==> config.mk <==
export PLATFORM = sky130hd
export DESIGN_NAME = pc_unit
export DESIGN_NICKNAME = d
export VERILOG_FILES = /design/src/rtl/pc_unit.sv
export SDC_FILE = /design/constraint.sdc
export NUM_CORES = 1
export LEC_CHECK = 0
export ABC_CLOCK_PERIOD_IN_PS = 3600
export CELL_PAD_IN_SITES_DETAIL_PLACEMENT = 1
export CELL_PAD_IN_SITES_GLOBAL_PLACEMENT = 1
export CORE_ASPECT_RATIO = 1.4
export CORE_MARGIN = 2
export CORE_UTILIZATION = 34
export CTS_CLUSTER_DIAMETER = 80
export DETAILED_ROUTE_END_ITERATION = 7
export GPL_ROUTABILITY_DRIVEN = 0
export PLACE_DENSITY_LB_ADDON = 0.1
export SETUP_SLACK_MARGIN = 0.2
export SLEW_MARGIN = 30
export SYNTH_ARGS = -nofsm -noshare
export SYNTH_HDL_FRONTEND = slang
export SYNTH_SLANG_ARGS = --single-unit
==> constraint.sdc <==
create_clock -name clk -period 3.6 [get_ports clk]
set_input_delay 0.72 -clock clk [delete_from_list [all_inputs] [get_ports clk]]
set_output_delay 0.72 -clock clk [all_outputs]
set_load 0.02 [all_outputs]
==> src/rtl/pc_unit.sv <==
// Program counter / fetch sequencer: sequences instruction fetch addresses, handles branch/jalr redirects,
// memory wait states and stalls. Optional macro PC_MISALIGN_TRAP_EN halts on misaligned redirect targets.
module pc_unit #(
    parameter int               WIDTH    = 32,
    parameter logic [WIDTH-1:0] RESET_PC = WIDTH'(32'hBFC0_0000)
) (
    input  logic             clk,
    input  logic             rst,
    input  logic             PCSrc_i,
    input  logic             Jalr_i,
    input  logic [WIDTH-1:0] ImmExt_i,
    input  logic [WIDTH-1:0] ALUResult_i,
    input  logic             stall_i,
    input  logic             imem_ready_i,
    output logic             imem_req_o,
    output logic [WIDTH-1:0] PC_o,
    output logic [WIDTH-1:0] PCPlus4_o,
    output logic             redirect_o,
    output logic [31:0]      fetch_count_o,
    output logic             misalign_o
);

    typedef enum logic [1:0] {RESET_S, FETCH_S, WAIT_S, HALT_S} state_t;

    state_t           r_state;
    state_t           w_next_state;
    logic [WIDTH-1:0] r_pc;
    logic             r_redirect;
    logic [31:0]      r_fetch_count;
    logic             r_misalign;

    logic             w_req;
    logic             w_accept;
    logic             w_redir_sel;
    logic             w_trap;
    logic [WIDTH-1:0] w_pcplus4;
    logic [WIDTH-1:0] w_raw_target;
    logic [WIDTH-1:0] w_next_pc;

    assign w_req       = (r_state == FETCH_S) || (r_state == WAIT_S);
    assign w_accept    = w_req && imem_ready_i && !stall_i;
    assign w_redir_sel = Jalr_i || PCSrc_i;
    assign w_pcplus4   = r_pc + WIDTH'(4);

    // Jalr wins over a simultaneous branch; jalr target has bit 0 cleared
    assign w_raw_target = Jalr_i ? {ALUResult_i[WIDTH-1:1], 1'b0} : (r_pc + ImmExt_i);

`ifdef PC_MISALIGN_TRAP_EN
    assign w_trap    = w_accept && w_redir_sel && (w_raw_target[1:0] != 2'b00);
    assign w_next_pc = w_redir_sel ? w_raw_target : w_pcplus4;
`else
    assign w_trap    = 1'b0;
    // Without the trap, redirect targets are silently word-aligned
    assign w_next_pc = w_redir_sel ? {w_raw_target[WIDTH-1:2], 2'b00} : w_pcplus4;
`endif

    always_comb begin
        w_next_state = r_state;
        case (r_state)
            RESET_S: w_next_state = FETCH_S;
            FETCH_S, WAIT_S: begin
                if (w_accept)
                    w_next_state = w_trap ? HALT_S : FETCH_S;
                else if (!stall_i && !imem_ready_i)
                    w_next_state = WAIT_S;
            end
            HALT_S:  w_next_state = HALT_S;
            default: w_next_state = RESET_S;
        endcase
    end

    always_ff @(posedge clk or posedge rst) begin
        if (rst) begin
            r_state       <= RESET_S;
            r_pc          <= RESET_PC;
            r_redirect    <= 1'b0;
            r_fetch_count <= 32'd0;
            r_misalign    <= 1'b0;
        end else begin
            r_state    <= w_next_state;
            r_redirect <= w_accept && w_redir_sel && !w_trap;
            if (w_accept) begin
                r_fetch_count <= r_fetch_count + 32'd1;
                if (!w_trap)
                    r_pc <= w_next_pc;
            end
            if (w_trap)
                r_misalign <= 1'b1;
        end
    end

    assign imem_req_o    = w_req;
    assign PC_o          = r_pc;
    assign PCPlus4_o     = w_pcplus4;
    assign redirect_o    = r_redirect;
    assign fetch_count_o = r_fetch_count;
    assign misalign_o    = r_misalign;

endmodule

==> impl_metrics.json, run 1 <==
{
  "status": "finished clean",
  "placement.io_buffers": 159,
  "timing.max_cap.violations": 0,
  "max_slew_margin_pct": 49.7,
  "cts_tree": "built",
  "fmax_mhz": 301,
  "cts.sinks": 65,
  "layout-drive-gt1-share_pct": 12.7,
  "tns_ps": 0,
  "antenna_found_initial": 0,
  "power_mw": 5.66,
  "setup_violations": 0,
  "nFillCells": 1757,
  "grt_max_degree": 37,
  "cp.required_ps": 2880,
  "ioPinCount": 169,
  "clk_pin_slew_ps": 50,
  "track_usage_pct": 23.0,
  "start_kind": "register",
  "h-tree-depth": 3,
  "worst_ep_arrival_time_ps": 2600,
  "r2r_slack_ps": 620,
  "ant_nets": 0,
  "finalCritPeriodShare_pct": 92.1,
  "grt_pass1_vias": 5664,
  "r2r-end": "PC_o[31]",
  "crit_chain": "inv_1 > nor4_4 > nand4_2 > buf_4 > nor2_2 > xor2_1 > clkdlybuf4s50_1",
  "syn_to_final_growth_pct": 46.9,
  "num_vias": 5192,
  "slew_violations": 0,
  "synth_cell_types": 69,
  "die_h_um": 149,
  "leakagePower_nw": 3.24,
  "grt_overflow_total": 0,
  "synth-warning-count": 0,
  "final_util_pct": 51.2,
  "fp.dieArea_mm2": 0.0160,
  "final_cell_mix": "clkdlybuf4s50_1 (148), nand2_1 (78), nor2_1 (62), dfrtp_1 (53), xnor2_1 (49)",
  "synth_edf_count": 0,
  "drtIter0Drc": 152,
  "layout_commonest_cell": "clkdlybuf4s50_1",
  "cts_root_buf": "clkbuf_16",
  "dp.cells": 965,
  "grt_pass1_wl_mm": 28.8,
  "diodes": 0,
  "core-area_mm2": 0.0146,
  "min_period_ps": 3320,
  "fin_nets": 891,
  "async_flop_share_pct": 100,
  "cp_slowest_cell": "clkdlybuf4s50_1",
  "hold_viol": 0,
  "cts_buffers": 9,
  "critical_path_class": "register to output pin",
  "wire_per_inst_um": 18.2,
  "insertion_delay_ps": 340,
  "dr.pass1.iters": 4,
  "initial_core_util_pct": 34.9,
  "cts.path.max_buffers": 2,
  "routed_wl_mm": 17.9,
  "hold_path.class": "register to register",
  "dpl-instance-area_mm2": 0.00711,
  "rows": 52,
  "worstPathMaxFanout": 5,
  "crit_path_end_kind": "output pin",
  "tightest_slew_ps": 753,
  "ys_ff_latch": 65,
  "grt_setup_unrepaired": "yes",
  "irDropWorstVdd_uv": 354,
  "final_area_mm2": 0.00747,
  "hpwlAfterDp_mm": 13.8,
  "holdBufCountCts": 0,
  "fin_cells": 982,
  "synthCells": 597,
  "power_density_mw_per_mm2": 758,
  "yosys_most_used_dff": "dfrtp_1",
  "skew_ps": 8.28,
  "critPathLaunch": "PC_o[14]",
  "whs_path_depth": 1,
  "reg2reg_from": "PC_o[22]",
  "reg2reg_depth": 10,
  "fp.dieW_um": 107,
  "endpoint": "PCPlus4_o[27]",
  "synth_area_per_cell_um2": 8.52,
  "seq_area_frac_synth_pct": 32.2,
  "netlist_area_mm2": 0.00508,
  "vias_per_cell": 5.29,
  "remaining_drc_errors": 0,
  "critPathMaxStageDelay_ps": 620
}
## cells in the mapped netlist (2+ instances only)
cell      number  share of area [%]
a211oi_1       6               0.89
a21boi_0       3               0.44
a21o_1         8                1.2
a21oi_1       34                3.3
a221o_1        3               0.59
a221oi_1       5               0.86
a22oi_1        6               0.89
a31o_2         4               0.69
a31oi_1        2               0.25
a32oi_1        2               0.34
and2_1         2               0.25
and2_2         3               0.44
and3_1        13                1.6
and4_1         3               0.52
buf_4          5               0.74
clkbuf_1      16                1.2
dfrtp_1       56                 28
dfstp_2        9                4.7
ha_1          33                8.1
inv_1         18                1.3
mux2i_1        4               0.79
nand2_1       78                5.8
nand2b_1       3               0.37
nand3_1       20                2.0
nand4_1       15                1.8
nor2_1        64                4.7
nor2b_1        5               0.62
nor3_1         5               0.49
o211ai_1       3               0.44
o21ai_0       38                3.7
o21ai_1        2               0.20
o221ai_1       5               0.86
o22ai_1        3               0.37
o31ai_1        3               0.44
or2_2          4               0.49
xnor2_1       49                8.4
xor2_1        33                5.7
## worst min-delay path by stage
stage,from,to,slack [ps]
3_5_place_dp,fetch_count_o[31],fetch_count_o[31],480
4_1_cts,fetch_count_o[31],fetch_count_o[31],490
5_1_grt,fetch_count_o[31],fetch_count_o[31],510
3_3_place_gp,fetch_count_o[31],fetch_count_o[31],450
6_report,fetch_count_o[31],fetch_count_o[31],480
2_1_floorplan,r_state[0],r_state[0],520
## what timing repair did
item	CTS	global route
gates resized for setup	16	11
setup endpoints to repair	13	12
gates cloned	0	0
pin swaps	0	1
buffers inserted	1	0
## registers in the layout, indices dropped and copies added (netlist names)
register	count
fetch_count_o	32
PC_o	30
r_state	2
redirect_o	1
## report_power, final
group          leakage [nW]  internal [mW]  switching (mW)  total (mW)
sequential            0.820          0.964           0.277        1.24
combinational          2.26           1.57            1.87        3.44
clock                 0.163          0.627           0.350       0.977
total                  3.24           3.17            2.50        5.66
## logic make-up after synthesis
group | Yosys count | share of synthesized area (%)
simple gates | 229 | 22.0
compound gates | 142 | 19.2
xor+xnor | 82 | 14.1
flops | 65 | 32.2
buf+inv | 41 | 3.42
fa+ha+maj | 33 | 8.12
mux | 4 | 0.788
other cells | 1 | 0.0738
## final cells by class
cell class	instances	area (um2)	share of cell area, %
multi-input combinational	495	3320	44.4
timing repair buffer	198	1870	25.1
sequential	65	1640	22.0
clock buffer	10	239	3.20
tap	189	236	3.17
clock inverter	6	91.3	1.22
inverter	19	71.3	0.955
## routing by layer
metal | vias to the layer above | track usage (%) | share of wire, %
met3 | 21 | 4.25 | 4.1
met2 | 115 | 41.7 | 53
met4 | 0 | 7.37 | 1.6
met1 | 2561 | 27.0 | 41
li1 | 2495 | - | -
met5 | - | 0 | 0
## through the flow
stage | setup WS (ps) | hold slack, ps
6_report | 283 | 481
5_1_grt | 160 | 508
4_1_cts | 175 | 489
3_5_place_dp | 25.6 | 478
3_3_place_gp | 93.4 | 454
2_1_floorplan | 629 | 521
## worst max-delay path, delay by kind of cell, from the launching register on
kind	cells	cell delay [ps]
buffers and inverters	3	950
AND/OR/NAND/NOR	3	720
flip-flops	1	410
XOR/XNOR	1	180
No activity file was read; power rests on OpenSTA's default activity.
==> inputs of run 2 (changes only) <==
ABC_CLOCK_PERIOD_IN_PS = unset   (was 3600)
==> results of run 2 <==
Same layout as run 1: the final DEF is identical, and so are final timing and power.
==> inputs of run 3 (changes only) <==
GPL_TIMING_DRIVEN = 0   (was unset)
==> run 3 against run 2 <==
Global-route usage up 0.77 points; count of clock-buffer cells in the layout unchanged; fmax down 0.63%; largest power group unchanged; setup slack worse by 21 ps; wire length up 5.2%; critical path depth down 1; clock skew up 2.7 ps.
==> impl_metrics.json, run 3 (synthesized netlist as in run 1, its figures left out) <==
{
  "fp.dieW_um": 107,
  "setup_violations": 0,
  "combPwrFrac_pct": 57.7,
  "critPathLaunch": "PC_o[4]",
  "initial_core_util_pct": 34.9,
  "r2r-end": "PC_o[30]",
  "endpoint": "PCPlus4_o[21]",
  "grt_pass1_vias": 5666,
  "grt_setup_unrepaired": "yes",
  "core-area_mm2": 0.0146,
  "drtIter0Drc": 208,
  "crit_cells": 6,
  "power_density_mw_per_mm2": 762,
  "status": "finished clean",
  "diodes": 0,
  "h-tree-depth": 3,
  "intPower_mw": 3.15,
  "power.switching_mw": 2.54,
  "whs_path_depth": 1,
  "max_slew_margin_pct": 40.4,
  "routed_wl_mm": 18.8,
  "cts.sinks": 65,
  "worst_ep_arrival_time_ps": 2620,
  "p_seq_share_pct": 23.8,
  "timing.max_cap.violations": 0,
  "rows": 52,
  "dr.pass1.iters": 4,
  "ant_nets": 0,
  "min_period_ps": 3340,
  "cts_tree": "built",
  "placement.io_buffers": 157,
  "critical_path_class": "register to output pin",
  "holdBufCountCts": 0,
  "grt_pass1_wl_mm": 29.5,
  "ioPinCount": 169,
  "wire_per_inst_um": 19.3,
  "tightest_slew_ps": 891,
  "reg2reg_from": "PC_o[10]",
  "slew_violations": 0,
  "skew_ps": 11.0,
  "critPathMaxStageDelay_ps": 630,
  "cts_buffers": 9,
  "irDropWorstVdd_uv": 398,
  "reg2reg_depth": 12,
  "final_cell_mix": "clkdlybuf4s50_1 (146), nand2_1 (78), nor2_1 (60), xnor2_1 (49), dfrtp_1 (48)",
  "clk_pin_slew_ps": 60,
  "r2r_slack_ps": 490,
  "power_mw": 5.69,
  "cts.path.max_buffers": 2,
  "hold_path.class": "register to register",
  "vias_per_cell": 5.40,
  "layout-drive-gt1-share_pct": 12.5,
  "crit_path_end_kind": "output pin",
  "die_h_um": 149,
  "num_vias": 5256,
  "fp.dieArea_mm2": 0.0160,
  "syn_to_final_growth_pct": 47.0,
  "worstPathMaxFanout": 7,
  "whs_ps": 470,
  "largest_reg_flops": 32,
  "cts_root_buf": "clkbuf_16",
  "insertion_delay_ps": 340,
  "cp_slowest_cell": "clkdlybuf4s50_1",
  "grt_max_degree": 38,
  "p_sw_share_pct": 44.6,
  "worst-path-buf-inv": 1,
  "crit_chain": "nand4_1 > nor2_4 > nand4_4 > nor2_2 > xor2_1 > clkdlybuf4s50_1",
  "start_kind": "register",
  "fmax_mhz": 300,
  "leakagePower_nw": 3.18,
  "layout_commonest_cell": "clkdlybuf4s50_1",
  "hold_viol": 0,
  "pwr-share-clk_pct": 18.5,
  "remaining_drc_errors": 0,
  "grt_overflow_total": 0,
  "hpwlAfterDp_mm": 14.2,
  "antenna_found_initial": 0,
  "crit_family": "simple AND/OR/NAND/NOR gates",
  "track_usage_pct": 23.7,
  "cp.required_ps": 2880,
  "finalCritPeriodShare_pct": 92.7,
  "fin_nets": 883
}
-- run 3: changes by cell type in the layout (fill, tap and decap cells not counted), sizes merged --
cell	change
bufinv	+1
dlymetal6s2s	+1
dlygate4sd2	-3
buf	-23
inv	+2
clkdlybuf4s15	+2
clkbuf	+17
clkdlybuf4s50	-2
clkinv	-3
-- run 3: how the worst min path moves through the flow --
stage | start | slack [ps] | end
after global routing | fetch_count_o[31] | 500 | fetch_count_o[31]
after detailed placement | fetch_count_o[31] | 460 | fetch_count_o[31]
final | fetch_count_o[31] | 470 | fetch_count_o[31]
after global placement | fetch_count_o[31] | 450 | fetch_count_o[31]
after floorplan | r_state[0] | 520 | r_state[0]
after CTS | fetch_count_o[31] | 480 | fetch_count_o[31]
-- run 3: worst reg2reg max path, cell delays in order, from the launching register on --
cell	delay, ps
dfrtp_2	430
buf_4	160
ha_1	370
a21oi_2	90
o21a_4	240
a22o_1	230
a41oi_4	260
a31o_4	250
nand4_4	150
nand3_4	120
a31oi_4	120
or4b_1	530
nand3_1	90
-- run 3: area by class of cell --
| cell class | instances | area, um2 |
|---|---|---|
| multi-input cells | 495 | 3400 |
| clock buffers | 10 | 239 |
| fillers | 1729 | 7100 |
| clock inverters | 6 | 113 |
| plain buffers | 22 | 103 |
| well taps | 189 | 236 |
| flip-flops and latches | 65 | 1650 |
| repair buffers | 168 | 1660 |
| inverters | 19 | 73.8 |
-- run 3: layer usage --
| metal | track usage [%] | share of wire (%) |
|---|---|---|
| met1 | 28.0 | 40 |
| met2 | 42.7 | 53 |
| met3 | 3.81 | 4.7 |
| met4 | 9.29 | 2.5 |
| met5 | 0 | 0 |
-- run 3: metrics by stage --
| stage | instances | instance area [um2] | setup TNS [ps] | util (%) | worst slack, ps |
|---|---|---|---|---|---|
| 6_report | 974 | 7470 | 0 | 51.3 | 262 |
| 5_1_grt | 974 | 7470 | 0 | 51.3 | 134 |
| 4_1_cts | 967 | 7340 | 0 | 50.4 | 9.88 |
| 3_5_place_dp | 948 | 6930 | -568 | 47.5 | -149 |
| 3_3_place_gp | 947 | 6910 | -2770 | 47.4 | -198 |
| 2_1_floorplan | 601 | 5100 | 0 | - | 629 |
-- run 3: power groups by stage --
stage                     logic (mW)  clock network, mW  registers (mW)
after floorplan                 1.79                  0            1.46
after global placement          3.13                  0            1.33
after detailed placement        3.20                  0            1.35
after CTS                       3.22               1.07            1.34
after global routing            3.56               1.09            1.40
final                           3.28               1.05            1.36
-- run 3: timing repair --
| action | in CTS | in global routing |
|---|---|---|
| gates resized for setup | 24 | 27 |
| setup endpoints to repair | 15 | 25 |
| buffers inserted | 3 | 7 |
| pin swaps | 0 | 5 |
